File: config.mk
export PLATFORM = sky130hd
export DESIGN_NAME = payload_fifo_flat
export DESIGN_NICKNAME = d
export VERILOG_FILES = /design/src/rtl/handshake_pkg.sv /design/src/rtl/payload_fifo_if.sv /design/src/rtl/payload_fifo_mem.sv /design/src/rtl/payload_fifo.sv /design/src/flat_wrapper.sv
export SDC_FILE = /design/constraint.sdc
export NUM_CORES = 1
export LEC_CHECK = 0
export CELL_PAD_IN_SITES_DETAIL_PLACEMENT = 0
export CELL_PAD_IN_SITES_GLOBAL_PLACEMENT = 1
export CORE_MARGIN = 2
export CORE_UTILIZATION = 45
export CTS_CLUSTER_DIAMETER = 50
export CTS_CLUSTER_SIZE = 28
export DETAILED_ROUTE_END_ITERATION = 7
export GPL_ROUTABILITY_DRIVEN = 0
export HOLD_SLACK_MARGIN = 0.12
export PLACE_DENSITY = 0.85
export SLEW_MARGIN = 25
export SYNTH_ARGS = -nofsm -noshare
export SYNTH_HDL_FRONTEND = slang
export SYNTH_SLANG_ARGS = --single-unit
export TNS_END_PERCENT = 20
File: constraint.sdc
create_clock -name clk -period 2.9 [get_ports clk]
set_input_delay 0.435 -clock clk [delete_from_list [all_inputs] [get_ports clk]]
set_output_delay 0.435 -clock clk [all_outputs]
set_load 0.05 [all_outputs]
File: src/rtl/handshake_pkg.sv
// handshake_pkg
// Shared types for the Put/Free handshake stages.
//   pay           : 32-bit payload word, four bytes with a in the MSB byte.
//   DEFAULT_DEPTH : default number of entries for payload_fifo.
package handshake_pkg;

  typedef struct packed {
    logic [7:0] a;
    logic [7:0] b;
    logic [7:0] c;
    logic [7:0] d;
  } pay;

  localparam int DEFAULT_DEPTH = 4;

endpackage

File: src/rtl/payload_fifo_if.sv
// payload_fifo_if
// One Put/Free handshake channel carrying a pay word.
//   put     : sender has a valid word on payload
//   payload : word offered by the sender
//   free    : receiver can accept a word this cycle
// A transfer happens at a posedge where put && free are both 1.
// Modports:
//   master : the sending side (drives put/payload, samples free)
//   slave  : the receiving side (samples put/payload, drives free)
interface payload_fifo_if;
  import handshake_pkg::*;

  logic put;
  pay   payload;
  logic free;

  modport master (output put, output payload, input free);
  modport slave  (input put, input payload, output free);

endinterface

File: src/rtl/payload_fifo_mem.sv
// payload_fifo_mem
// DEPTH x pay storage for payload_fifo.
//   clk   : write clock
//   we    : write enable
//   waddr : write address
//   wdata : write data
//   raddr : read address (asynchronous read)
//   rdata : mem[raddr]
// Storage has no reset; the owning FIFO tracks validity by pointers.
module payload_fifo_mem
  import handshake_pkg::*;
#(
  parameter int DEPTH = DEFAULT_DEPTH,
  parameter int AW    = $clog2(DEPTH)
) (
  input  logic          clk,
  input  logic          we,
  input  logic [AW-1:0] waddr,
  input  pay            wdata,
  input  logic [AW-1:0] raddr,
  output pay            rdata
);

  pay mem [DEPTH];

  always_ff @(posedge clk) begin
    if (we) begin
      mem[waddr] <= wdata;
    end
  end

  assign rdata = mem[raddr];

endmodule

File: src/rtl/payload_fifo.sv
// payload_fifo
// Elastic buffer holding up to DEPTH pay words between two Put/Free
// handshake channels, re-presenting them in arrival order.
//   clk     : single clock, all state on posedge
//   reset_L : synchronous active-low reset
//   in_if   : upstream channel (in_put, in_payload in; in_free out)
//   out_if  : downstream channel (out_put, out_payload out; out_free in)
//   count   : current occupancy, 0..DEPTH
// in_free and out_put are decoded from the count register only, so there is
// no combinational path from out_free to in_free or from in_put to out_put.
module payload_fifo
  import handshake_pkg::*;
#(
  parameter int DEPTH = DEFAULT_DEPTH,
  parameter int CW    = $clog2(DEPTH) + 1
) (
  input  logic                  clk,
  input  logic                  reset_L,
  payload_fifo_if.slave         in_if,
  payload_fifo_if.master        out_if,
  output logic [CW-1:0]         count
);

  localparam int AW = $clog2(DEPTH);

  logic [AW-1:0] wr_ptr;
  logic [AW-1:0] rd_ptr;
  logic          push;
  logic          pop;
  pay            head;

  assign in_if.free   = (count != CW'(DEPTH));
  assign out_if.put   = (count != '0);
  assign out_if.payload = head;

  assign push = in_if.put  && in_if.free;
  assign pop  = out_if.put && out_if.free;

  // Writes are gated by reset so a push presented during reset is dropped.
  payload_fifo_mem #(
    .DEPTH (DEPTH),
    .AW    (AW)
  ) u_mem (
    .clk   (clk),
    .we    (push && reset_L),
    .waddr (wr_ptr),
    .wdata (in_if.payload),
    .raddr (rd_ptr),
    .rdata (head)
  );

  // Pointers wrap by natural rollover since DEPTH is a power of two.
  always_ff @(posedge clk) begin
    if (!reset_L) begin
      wr_ptr <= '0;
      rd_ptr <= '0;
      count  <= '0;
    end else begin
      if (push) begin
        wr_ptr <= wr_ptr + 1'b1;
      end
      if (pop) begin
        rd_ptr <= rd_ptr + 1'b1;
      end
      case ({push, pop})
        2'b10:   count <= count + 1'b1;
        2'b01:   count <= count - 1'b1;
        default: count <= count;
      endcase
    end
  end

endmodule
File: src/flat_wrapper.sv
// flat-port wrapper written by rule: the top's interface ports become plain ports
module payload_fifo_flat import handshake_pkg::*;
#(
  parameter int DEPTH = DEFAULT_DEPTH,
  parameter int CW    = $clog2(DEPTH) + 1
)
  (clk, reset_L, count, in_if_put, in_if_payload, in_if_free, out_if_put, out_if_payload, out_if_free);
  payload_fifo_if in_if_i ();
  payload_fifo_if out_if_i ();
  input  logic clk;
  input  logic reset_L;
  output logic [CW-1:0] count;
  input wire logic [$bits(in_if_i.put)-1:0] in_if_put;
  input wire logic [$bits(in_if_i.payload)-1:0] in_if_payload;
  output wire logic [$bits(in_if_i.free)-1:0] in_if_free;
  output wire logic [$bits(out_if_i.put)-1:0] out_if_put;
  output wire logic [$bits(out_if_i.payload)-1:0] out_if_payload;
  input wire logic [$bits(out_if_i.free)-1:0] out_if_free;
  assign in_if_i.put = in_if_put;
  assign in_if_i.payload = in_if_payload;
  assign in_if_free = in_if_i.free;
  assign out_if_put = out_if_i.put;
  assign out_if_payload = out_if_i.payload;
  assign out_if_i.free = out_if_free;
  payload_fifo #(.DEPTH(DEPTH), .CW(CW)) u_core (.clk(clk), .reset_L(reset_L), .in_if(in_if_i), .out_if(out_if_i), .count(count));
endmodule
==> impl_metrics.env <==
export IMPL_worst_setup_path_start_kind="flop"
export IMPL_wire_per_inst_microns=18.20
export IMPL_num_antenna_cells=0
export IMPL_nets=354
export IMPL_rsz0062_at_grt="false"
export IMPL_synthCells=219
export IMPL_drtIter0Drc=99
export IMPL_clock_fmax_mhz=369.8
export IMPL_final_core_util_pct=59.35
export IMPL_hold_path_endpoint="u_core.wr_ptr[1]$_SDFFE_PN0P_"
export IMPL_hp_class="reg2reg"
export IMPL_cts_setup_buffers=0
export IMPL_dr_pass1_iters=7
export IMPL_hold_viol=0
export IMPL_cts_hold_buffers=0
export IMPL_ant_nets=0
export IMPL_clk_pin_slew_ns=0.06
export IMPL_fin_crit_ns=2.704
export IMPL_setup_violations=0
export IMPL_die_w_microns=111.0
export IMPL_cts_tree="yes"
export IMPL_grt_pass1_wl_mm=13.77
export IMPL_synth_area_sq_um=5151
export IMPL_status="finished, final reports clean"
export IMPL_io_pins=73
export IMPL_final_area_sq_um=6690
export IMPL_yosys_warnings=0
export IMPL_dp_cells=436
export IMPL_total_power_mw=6.435
export IMPL_slew_violations=0
export IMPL_crit_path_top_delay_cell="clkdlybuf4s50_1"
export IMPL_synth_cell_types=25
export IMPL_drive_gt1_share_pct=25.23
export IMPL_min_path_cells=2
export IMPL_peakVddDrop_mv=0.5447
export IMPL_syn_avg_cell_area_sq_um=23.52
export IMPL_dp_hpwl_mm=5.289
export IMPL_worst_pin_slew_ns=0.5286
export IMPL_yosys_area_top_type="edfxtp_1"
export IMPL_rr_startpoint="u_core.count[1]$_SDFFE_PN0P_"
export IMPL_tns_ns=0
export IMPL_crit_buf_inv=2
export IMPL_critical_path_arrival_ns=2.27
export IMPL_relSlewSlack_pct=64.65
export IMPL_portBuffers=72
export IMPL_hp_start="u_core.wr_ptr[1]$_SDFFE_PN0P_"
export IMPL_reg2reg_to="u_core.count[2]$_SDFFE_PN0P_"
export IMPL_route_detailed_drc=0
export IMPL_fin_hold_ws_ns=0.5115
export IMPL_cp_required_ns=2.47
export IMPL_cts_resized=0
export IMPL_grt_ovfl_total=0
export IMPL_die_area_sq_um=12320
export IMPL_post_place_ws_ns=0.4635
export IMPL_synth_yosys_seq_area_share_pct=78.12
export IMPL_place_area_sq_um=6098
export IMPL_coreArea_sq_um=11270
export IMPL_crit_type="reg2out"
export IMPL_wl_mm=8.519
export IMPL_cts_buffers=17
export IMPL_htreeDepth=4
export IMPL_path_cells="buf_4, mux4_1, clkdlybuf4s50_1"
export IMPL_avgViaCountPerCell=5.090
export IMPL_syn_to_final_growth_pct=29.88
export IMPL_fillerInstances=838
export IMPL_cts_sinks=137
export IMPL_rows=39
export IMPL_endpoint_kind="output pin"
export IMPL_track_usage_pct=15.13
export IMPL_finalCritPeriodShare_pct=93.24
export IMPL_r2r_cells=9
export IMPL_clockRootBuffer="clkbuf_16"
export IMPL_maxCapViolCount=0
export IMPL_leakagePower_nw=2.188
export IMPL_fin_cells=468
export IMPL_die_height_microns=111.0
export IMPL_cp_slowest_stage_delay_ns=0.71
export IMPL_yosys_top_cells_area="edfxtp_1 75%, mux4_2 13%, dfxtp_1 3.5%"
export IMPL_ys_ff_latch=137
export IMPL_antenna_found_initial=0
export IMPL_power_density_nw_per_um2=961.8
export IMPL_finalWorstSetupSlack_ns=0.1962
export IMPL_syn_nets=261
export IMPL_synth_top_area_share_pct=74.62
export IMPL_grt_pass1_vias=2670
export IMPL_crit_family="buffers and inverters"
export IMPL_worstSkewPairLatency_ns=0.41
export IMPL_initial_core_util_pct=45.70
export IMPL_num_vias=2382
export IMPL_rrSetupSlack_ns=0.80
export IMPL_clock_path_buffers=2
export IMPL_clock_skew_ns=0.005729
export IMPL_path_max_fanout=10
export IMPL_grt_start_max_net_pins=33
[cell usage in the layout, fill, tap and decap left out, drive strengths merged]
cell           count
o311ai             1
mux4              32
inv               11
clkbuf            17
mux2i              2
or3                2
clkinvlp           1
fa                 1
dfxtp              9
ha                 5
nand2              6
and3               4
o31a               1
o21ai              2
and2               3
bufinv             2
nor2               1
xnor2              3
clkdlybuf4s50     69
a21boi             2
buf               13
xor2               1
clkinv             7
edfxtp           128
nor2b              2
[registers in the layout (all words and copies together) (netlist names), named ones only]
signal and cells:
u_core.count 3, u_core.rd_ptr 2, u_core.u_mem.mem 128, u_core.wr_ptr 2
[tightest hold or removal path, delay by kind of cell (launching register included)]
family,cells,cell delay (ns)
muxes,1,0.05
and+or+nand+nor,1,0.07
DFF,1,0.34
[cell type report]
cell class	count	area, sq um	area share [%]
sequential	137	4026	60.18
multi-input combinational	68	1020	15.24
timing repair buffer	82	850.8	12.72
clock buffer	17	425.4	6.359
tap	143	178.9	2.674
clock inverter	15	166.4	2.487
inverter	6	22.52	0.3366
[worst max path at each step]
stage | slack [ns] | to | start | depth (start not counted)
2_1_floorplan | 0.49 | u_core.u_mem.mem[1][0]$_DFFE_PP_ | u_core.count[1]$_SDFFE_PN0P_ | 3
3_3_place_gp | 0.51 | u_core.count[2]$_SDFFE_PN0P_ | out_if_free | 8
3_5_place_dp | 0.46 | u_core.count[2]$_SDFFE_PN0P_ | out_if_free | 8
4_1_cts | 0.15 | out_if_payload[25] | flop | 3
5_1_grt | 0.09 | out_if_payload[25] | flop | 3
6_report | 0.20 | out_if_payload[25] | flop | 3
[cells by family after synthesis]
logic type | count (synthesis) | synth area share, %
DFF | 137 | 78.12
muxes | 34 | 14.53
and+or+nand+nor | 18 | 1.846
buffers and inverters | 14 | 2.186
AOI/OAI and AO/OA | 6 | 1.045
adders and majority gates | 6 | 1.603
xor gates and xnor gates | 4 | 0.6802
[report_power, final]
part / internal (mW) / switching (mW)
registers: 2.30 / 0.0666
logic: 0.792 / 1.17
clock network: 1.28 / 0.817
total: 4.38 / 2.06
[cell usage after synthesis (all sizes together)]
cell type  instances
inv                6
clkbuf             1
or3                2
mux2i              2
nor2b              2
edfxtp           128
o21ai              2
and2               3
mux4              32
nand2              6
o311ai             1
fa                 1
o31a               1
nor2               1
xnor2              3
buf                7
a21boi             2
xor2               1
and3               4
ha                 5
dfxtp              9
[layer usage]
layer	wire, microns	part of all wire [%]	GRT usage (%)
met1	3626	43	18.15
met2	4366	51	24.50
met3	475	5.6	7.053
met4	50	0.59	4.833
met5	0	0	0
No activity file was read; power rests on OpenSTA's default activity.
